`src/rtl/cordic_pkg.sv`:
```
// Shared constants and types for the CORDIC rotation pipeline.
// The front-end prerotator and the micro-rotation stage chain both import this.
package cordic_pkg;
  localparam int PHASE_W = 32;
  localparam int DATA_W  = 9;
  localparam logic [PHASE_W-1:0] PHASE_90 = 32'h4000_0000;

  // atan(2^-i) in 2^32 counts per full circle, for the micro-rotation stages
  localparam int ATAN_N = 8;
  localparam logic [PHASE_W-1:0] ATAN_TAB [0:ATAN_N-1] = '{
    32'h2000_0000, 32'h12E4_051E, 32'h09FB_385B, 32'h0511_11D4,
    32'h028B_0D43, 32'h0145_D7E1, 32'h00A2_F61E, 32'h0051_7C55
  };

  localparam logic signed [DATA_W-1:0] DATA_MIN = {1'b1, {(DATA_W-1){1'b0}}};
  localparam logic signed [DATA_W-1:0] DATA_MAX = {1'b0, {(DATA_W-1){1'b1}}};

  typedef struct packed {
    logic signed [DATA_W-1:0] x;
    logic signed [DATA_W-1:0] y;
    logic [PHASE_W-1:0]       p;
    logic                     sat;
  } sample_t;

  localparam int SAMPLE_W = $bits(sample_t);

  typedef enum logic [1:0] {BUF_EMPTY, BUF_ONE, BUF_FULL} buf_state_t;

  // Two's complement negation that clamps the one unrepresentable case
  function automatic logic signed [DATA_W-1:0] neg_sat(input logic signed [DATA_W-1:0] v);
    return (v == DATA_MIN) ? DATA_MAX : -v;
  endfunction
endpackage

```
`src/rtl/cordic_quadrant_prerotator_if.sv`:
```
// Sample-in / sample-out bus of the quadrant prerotator, plus saturation status.
interface cordic_quadrant_prerotator_if #(parameter int SAT_CNT_W = 16);
  import cordic_pkg::*;

  logic                     in_valid;
  logic                     in_ready;
  logic signed [DATA_W-1:0] x_in;
  logic signed [DATA_W-1:0] y_in;
  logic [PHASE_W-1:0]       phase_in;
  logic                     out_valid;
  logic                     out_ready;
  logic signed [DATA_W-1:0] x_out;
  logic signed [DATA_W-1:0] y_out;
  logic [PHASE_W-1:0]       p_out;
  logic                     sat_flag;
  logic [SAT_CNT_W-1:0]     sat_count;
  logic                     sat_clr;

  modport master (
    output in_valid, x_in, y_in, phase_in, out_ready, sat_clr,
    input  in_ready, out_valid, x_out, y_out, p_out, sat_flag, sat_count
  );

  modport slave (
    input  in_valid, x_in, y_in, phase_in, out_ready, sat_clr,
    output in_ready, out_valid, x_out, y_out, p_out, sat_flag, sat_count
  );
endinterface

```
`src/rtl/cordic_skid_buffer.sv`:
```
// Generic 2-entry valid/ready buffer: output register plus one skid register.
// in_ready is registered, so a sample arriving as the sink stalls lands in the skid slot.
module cordic_skid_buffer
  import cordic_pkg::*;
#(
  parameter int W = SAMPLE_W
) (
  input  logic         clk,
  input  logic         rst_n,
  input  logic         in_valid,
  output logic         in_ready,
  input  logic [W-1:0] din,
  output logic         out_valid,
  input  logic         out_ready,
  output logic [W-1:0] dout
);
  buf_state_t   state, state_nx;
  logic [W-1:0] out_q, skid_q;
  logic         in_ready_q;
  logic         in_xfer, out_xfer;
  logic         ld_out, ld_skid, skid_to_out;

  assign in_ready  = in_ready_q;
  assign out_valid = (state != BUF_EMPTY);
  assign dout      = out_q;
  assign in_xfer   = in_valid && in_ready_q;
  assign out_xfer  = out_valid && out_ready;

  always_ff @(posedge clk) begin
    if (!rst_n) state <= BUF_EMPTY;
    else        state <= state_nx;
  end

  always_comb begin
    state_nx    = state;
    ld_out      = 1'b0;
    ld_skid     = 1'b0;
    skid_to_out = 1'b0;
    case (state)
      BUF_EMPTY: if (in_xfer) begin
        state_nx = BUF_ONE;
        ld_out   = 1'b1;
      end
      BUF_ONE: begin
        if (in_xfer && out_xfer) ld_out = 1'b1;
        else if (in_xfer) begin
          state_nx = BUF_FULL;
          ld_skid  = 1'b1;
        end else if (out_xfer) state_nx = BUF_EMPTY;
      end
      BUF_FULL: if (out_xfer) begin
        state_nx    = BUF_ONE;
        skid_to_out = 1'b1;
      end
      default: state_nx = BUF_EMPTY;
    endcase
  end

  // in_ready looks at next state so it is already low in the cycle the buffer is full
  always_ff @(posedge clk) begin
    if (!rst_n) begin
      out_q      <= '0;
      skid_q     <= '0;
      in_ready_q <= 1'b0;
    end else begin
      in_ready_q <= (state_nx != BUF_FULL);
      if (ld_out)           out_q <= din;
      else if (skid_to_out) out_q <= skid_q;
      if (ld_skid)          skid_q <= din;
    end
  end
endmodule

```
`src/rtl/cordic_quadrant_prerotator.sv`:
```
// CORDIC front end: folds a full-circle phase into [-90, +90) by an exact +/-90 degree
// rotation of (x, y), then hands the sample to stage 0 through a skid buffer.
module cordic_quadrant_prerotator
  import cordic_pkg::*;
#(
  parameter int LOG2_PHASE_SCALE = 1,
  parameter int SAT_CNT_W        = 16
) (
  input logic clk,
  input logic rst_n,
  cordic_quadrant_prerotator_if.slave bus
);
  sample_t              fold, held;
  logic [PHASE_W-1:0]   ph;
  logic [SAT_CNT_W-1:0] sat_cnt_q;
  logic                 in_xfer;

  always_comb begin
    fold.x   = bus.x_in;
    fold.y   = bus.y_in;
    fold.sat = 1'b0;
    ph       = bus.phase_in;
    case (bus.phase_in[PHASE_W-1 -: 2])
      2'b01: begin
        fold.x   = neg_sat(bus.y_in);
        fold.y   = bus.x_in;
        fold.sat = (bus.y_in == DATA_MIN);
        ph       = bus.phase_in - PHASE_90;
      end
      2'b10: begin
        fold.x   = bus.y_in;
        fold.y   = neg_sat(bus.x_in);
        fold.sat = (bus.x_in == DATA_MIN);
        ph       = bus.phase_in + PHASE_90;
      end
      default: ;
    endcase
    fold.p = $signed(ph) >>> LOG2_PHASE_SCALE;
  end

  cordic_skid_buffer #(.W(SAMPLE_W)) u_skid (
    .clk       (clk),
    .rst_n     (rst_n),
    .in_valid  (bus.in_valid),
    .in_ready  (bus.in_ready),
    .din       (fold),
    .out_valid (bus.out_valid),
    .out_ready (bus.out_ready),
    .dout      (held)
  );

  assign in_xfer = bus.in_valid && bus.in_ready;

  // Counted at acceptance so a stalled sample is never counted twice; clear has priority
  always_ff @(posedge clk) begin
    if (!rst_n)                                       sat_cnt_q <= '0;
    else if (bus.sat_clr)                             sat_cnt_q <= '0;
    else if (in_xfer && fold.sat && sat_cnt_q != '1)  sat_cnt_q <= sat_cnt_q + 1'b1;
  end

  assign bus.x_out     = held.x;
  assign bus.y_out     = held.y;
  assign bus.p_out     = held.p;
  assign bus.sat_flag  = held.sat;
  assign bus.sat_count = sat_cnt_q;
endmodule

```
`src/flat_wrapper.sv`:
```
// flat-port wrapper written by rule: the top's interface ports become plain ports
module cordic_quadrant_prerotator_flat import cordic_pkg::*;
#(
  parameter int LOG2_PHASE_SCALE = 1,
  parameter int SAT_CNT_W        = 16
)
  (clk, rst_n, bus_in_valid, bus_x_in, bus_y_in, bus_phase_in, bus_out_ready, bus_sat_clr, bus_in_ready, bus_out_valid, bus_x_out, bus_y_out, bus_p_out, bus_sat_flag, bus_sat_count);
  cordic_quadrant_prerotator_if #(.SAT_CNT_W(SAT_CNT_W)) bus_i ();
  input logic clk;
  input logic rst_n;
  input wire logic [$bits(bus_i.in_valid)-1:0] bus_in_valid;
  input wire logic [$bits(bus_i.x_in)-1:0] bus_x_in;
  input wire logic [$bits(bus_i.y_in)-1:0] bus_y_in;
  input wire logic [$bits(bus_i.phase_in)-1:0] bus_phase_in;
  input wire logic [$bits(bus_i.out_ready)-1:0] bus_out_ready;
  input wire logic [$bits(bus_i.sat_clr)-1:0] bus_sat_clr;
  output wire logic [$bits(bus_i.in_ready)-1:0] bus_in_ready;
  output wire logic [$bits(bus_i.out_valid)-1:0] bus_out_valid;
  output wire logic [$bits(bus_i.x_out)-1:0] bus_x_out;
  output wire logic [$bits(bus_i.y_out)-1:0] bus_y_out;
  output wire logic [$bits(bus_i.p_out)-1:0] bus_p_out;
  output wire logic [$bits(bus_i.sat_flag)-1:0] bus_sat_flag;
  output wire logic [$bits(bus_i.sat_count)-1:0] bus_sat_count;
  assign bus_i.in_valid = bus_in_valid;
  assign bus_i.x_in = bus_x_in;
  assign bus_i.y_in = bus_y_in;
  assign bus_i.phase_in = bus_phase_in;
  assign bus_i.out_ready = bus_out_ready;
  assign bus_i.sat_clr = bus_sat_clr;
  assign bus_in_ready = bus_i.in_ready;
  assign bus_out_valid = bus_i.out_valid;
  assign bus_x_out = bus_i.x_out;
  assign bus_y_out = bus_i.y_out;
  assign bus_p_out = bus_i.p_out;
  assign bus_sat_flag = bus_i.sat_flag;
  assign bus_sat_count = bus_i.sat_count;
  cordic_quadrant_prerotator #(.LOG2_PHASE_SCALE(LOG2_PHASE_SCALE), .SAT_CNT_W(SAT_CNT_W)) u_core (.clk(clk), .rst_n(rst_n), .bus(bus_i));
endmodule
```
`config.mk`:
```
export PLATFORM = sky130hd
export DESIGN_NAME = cordic_quadrant_prerotator_flat
export DESIGN_NICKNAME = d
export VERILOG_FILES = /design/src/rtl/cordic_pkg.sv /design/src/rtl/cordic_quadrant_prerotator_if.sv /design/src/rtl/cordic_skid_buffer.sv /design/src/rtl/cordic_quadrant_prerotator.sv /design/src/flat_wrapper.sv
export SDC_FILE = /design/constraint.sdc
export NUM_CORES = 1
export LEC_CHECK = 0
export ABC_AREA = 1
export BUFFER_PORTS_ARGS = -buffer_cell sky130_fd_sc_hd__buf_2
export CAP_MARGIN = 15
export CELL_PAD_IN_SITES_DETAIL_PLACEMENT = 2
export CELL_PAD_IN_SITES_GLOBAL_PLACEMENT = 2
export CORE_MARGIN = 10
export CORE_UTILIZATION = 30
export DETAILED_ROUTE_END_ITERATION = 10
export PLACE_DENSITY_LB_ADDON = 0.1
export SLEW_MARGIN = 10
export SYNTH_ARGS = -nofsm -noshare
export SYNTH_HDL_FRONTEND = slang
export SYNTH_SLANG_ARGS = --single-unit
```
`constraint.sdc`:
```
create_clock -name clk -period 2 [get_ports clk]
set_input_delay 0.6 -clock clk [delete_from_list [all_inputs] [get_ports clk]]
set_output_delay 0.6 -clock clk [all_outputs]
set_load 0.05 [all_outputs]
```
==> results.toml <==
[run_status]
status = "completed"

[sta]
tightest_slew_ps = 706
min_period_over_period_pct = 96.0
finalSetupViolCount = 0
relSlewSlack_pct = 52.9
setup_ws_ps = 81.0
fin_skew_ps = 8.46
timing.fmax_ghz = 0.521
finalHoldViolations = 0
rsz0062_at_grt = "no"
layout_min_cycle_time_ps = 1920
finalMaxSlewViolations = 0

[finish]
syn2layout_area_growth_pct = 29.4
layout.cells.non_filler = 1231
final_cell_mix = "291 x nand2_1, 122 x buf_2, 119 x dfxtp_1"
diodes = 0
fin_nets = 1022
drive_gt1_share_pct = 26.1
fillers = 2235
final_common_cell = "nand2_1"
fin_area_mm2 = 0.00747

[yosys]
seq_area_frac_synth_pct = 41.3
syn_nets = 884
synth-seq-cells = 119
ys_types = 32
yosysWarnings = 0
synth_area_per_cell_um2 = 7.01
synth_cells = 823
syn_area_mm2 = 0.00577

[detailed_routing]
routed_wl_mm = 22.6
firstDrtPassIters = 4
vias_per_cell = 4.96
num_vias = 6109
post_drt_wl_per_cell_um = 18.4
drt_iter0_drc = 289
drc = 0
ant_nets = 0

[floorplan]
fp.dieH_um = 159
fp.dieW_um = 159
ios = 124
num_rows = 50
initial_utilization_pct = 30.7
core_region_area_mm2 = 0.0188
dieArea_mm2 = 0.0252

[critical_path]
crit_buf_inv = 1
critPathSlowestCell = "dfxtp_1"
cp_slowest_stage_delay_ps = 560
r2r-end = "u_core.bus.sat_count[11]"
ff2ff_setup_slack_ps = 160
crit_path_start_kind = "flop"
arrival_ps = 1320
critical_path.max_fanout = 8
critPathRequiredTime_ps = 1400
path_cells = "buf_2"
r2r_cells = 7
cp_top_family = "flip-flops"
r2r_start = "u_core.bus.sat_count[0]"
crit_type = "reg2out"
endpoint_kind = "output pin"

[cts]
cts_buffers = 17
clk_latency_ps = 420
cts-root-buf = "clkbuf_16"
clk_pin_slew_worst_paths_ps = 60
cts_tree = "done"
clock-sinks = 119
clockBufferDepth = 2
htreeDepth = 4
holdBufCountCts = 0

[power_and_ir_drop]
leakage_nw = 3.16
powerDensity_mw_per_mm2 = 881
power_mw = 6.58
ir_drop_mv = 0.563

[placement]
place_inst = 1202
dpl.hpwl_mm = 16.2
gp_congestion = 0.816
portBuffers = 122
dp_slack_ps = -197
place_area_mm2 = 0.00688

[global_route]
grt_usage_pct = 18.1
grt_max_degree = 70
grt_pass1_wl_mm = 37.4
grt_pass1_vias = 6844
antenna_found_initial = 0
grt-ovfl-total = 0

[worst_hold_path]
holdPathEnd = "u_core.u_skid.skid_q[14]"
hold_path_depth = 3
hold_class = "in2reg"
min_from = "bus_phase_in[14]"

[flow_run]
drv_cap = 0
==> worst max-delay path by stage <==
stage                                          end  cells after the start                     start  slack, ps
after floorplan            u_core.bus.sat_count[5]                      8   u_core.bus.sat_count[0]         20
after global placement    u_core.bus.sat_count[14]                     11               bus_y_in[1]       -120
after detailed placement   u_core.bus.sat_count[9]                     11               bus_y_in[0]       -200
after CTS                        bus_sat_count[10]                      1  u_core.bus.sat_count[10]         60
after global routing      u_core.bus.sat_count[11]                      7   u_core.bus.sat_count[0]        0.9
final                            bus_sat_count[10]                      1  u_core.bus.sat_count[10]         80
==> kinds of logic (layout without fill, tap and decap cells) <==
group,after synthesis,count (layout),synth area share [%]
compound gates,177,177,16.9
xor+xnor,13,13,1.97
fa+ha+maj,6,6,1.30
buf+inv,95,243,7.24
flops,119,119,41.3
simple gates,413,413,31.3
==> area by class of cell <==
type | count | area, µm² | share of cell area (%)
inverter | 48 | 180 | 2.41
timing repair buffer | 166 | 1020 | 13.6
multi-input combinational | 609 | 2980 | 39.9
clock buffer | 21 | 460 | 6.16
sequential | 119 | 2380 | 31.9
tap | 260 | 325 | 4.36
clock inverter | 8 | 125 | 1.68
==> through the flow <==
stage	setup TNS (ps)	hold slack [ps]	utilization (%)
2_1_floorplan	0	445	-
3_3_place_gp	-2180	451	36.5
3_5_place_dp	-5270	462	36.5
4_1_cts	0	431	39.6
5_1_grt	0	449	39.7
6_report	0	443	39.7
==> report_power, final <==
group / leakage, nW / internal, mW / switching (mW) / total [mW]
clock network: 0.285 / 2.00 / 1.12 / 3.12
logic: 1.91 / 0.282 / 0.672 / 0.955
registers: 0.967 / 2.45 / 0.0477 / 2.50
==> registers in the layout, indices dropped and copies added, names as in the netlist <==
name,flops
u_core.u_skid.dout,50
u_core.u_skid.skid_q,50
u_core.bus.sat_count,16
u_core.u_skid.state,2
u_core.u_skid.in_ready,1
==> cell usage after synthesis <==
master / n / area (µm²)
xor2_1: 7 / 61.3
nand2_2: 18 / 113
a31oi_1: 33 / 206
inv_1: 31 / 116
buf_4: 6 / 45.0
xnor2_1: 6 / 52.6
nand2_1: 291 / 1090
nor2_4: 4 / 45.0
a21oi_1: 78 / 390
nand3_4: 4 / 70.1
o21ai_0: 48 / 240
nand3_1: 38 / 190
nor2_1: 37 / 139
o22ai_1: 8 / 50.1
dfxtp_1: 119 / 2380
nand3_2: 1 / 10.0
nand3b_1: 2 / 15.0
nand4_1: 7 / 43.8
a21oi_2: 10 / 87.6
inv_2: 16 / 60.1
nand2_4: 2 / 22.5
nand4_4: 1 / 21.3
nor3_1: 6 / 30.0
clkinv_1: 1 / 3.75
buf_2: 17 / 85.1
ha_1: 6 / 75.1
clkbuf_2: 1 / 5.00
clkbuf_1: 21 / 78.8
nor3_2: 1 / 10.0
buf_1: 1 / 3.75
buf_12: 1 / 20.0
nor2_2: 1 / 6.26
==> metal layers <==
| metal | vias to the layer above | wire (µm) | GRT usage [%] |
|---|---|---|---|
| li1 | 2977 | - | - |
| met1 | 3027 | 9720 | 20.4 |
| met2 | 91 | 12100 | 33.7 |
| met3 | 14 | 670 | 3.67 |
| met4 | 0 | 202 | 4.25 |
| met5 | - | 0 | 0 |
==> repair_timing <==
| item | 4_1_cts | 5_1_grt |
|---|---|---|
| setup buffers | 0 | 0 |
| endpoints found under the setup margin | 0 | 8 |
| gates resized for setup | 0 | 2 |
No activity file was read; power rests on OpenSTA's default activity.
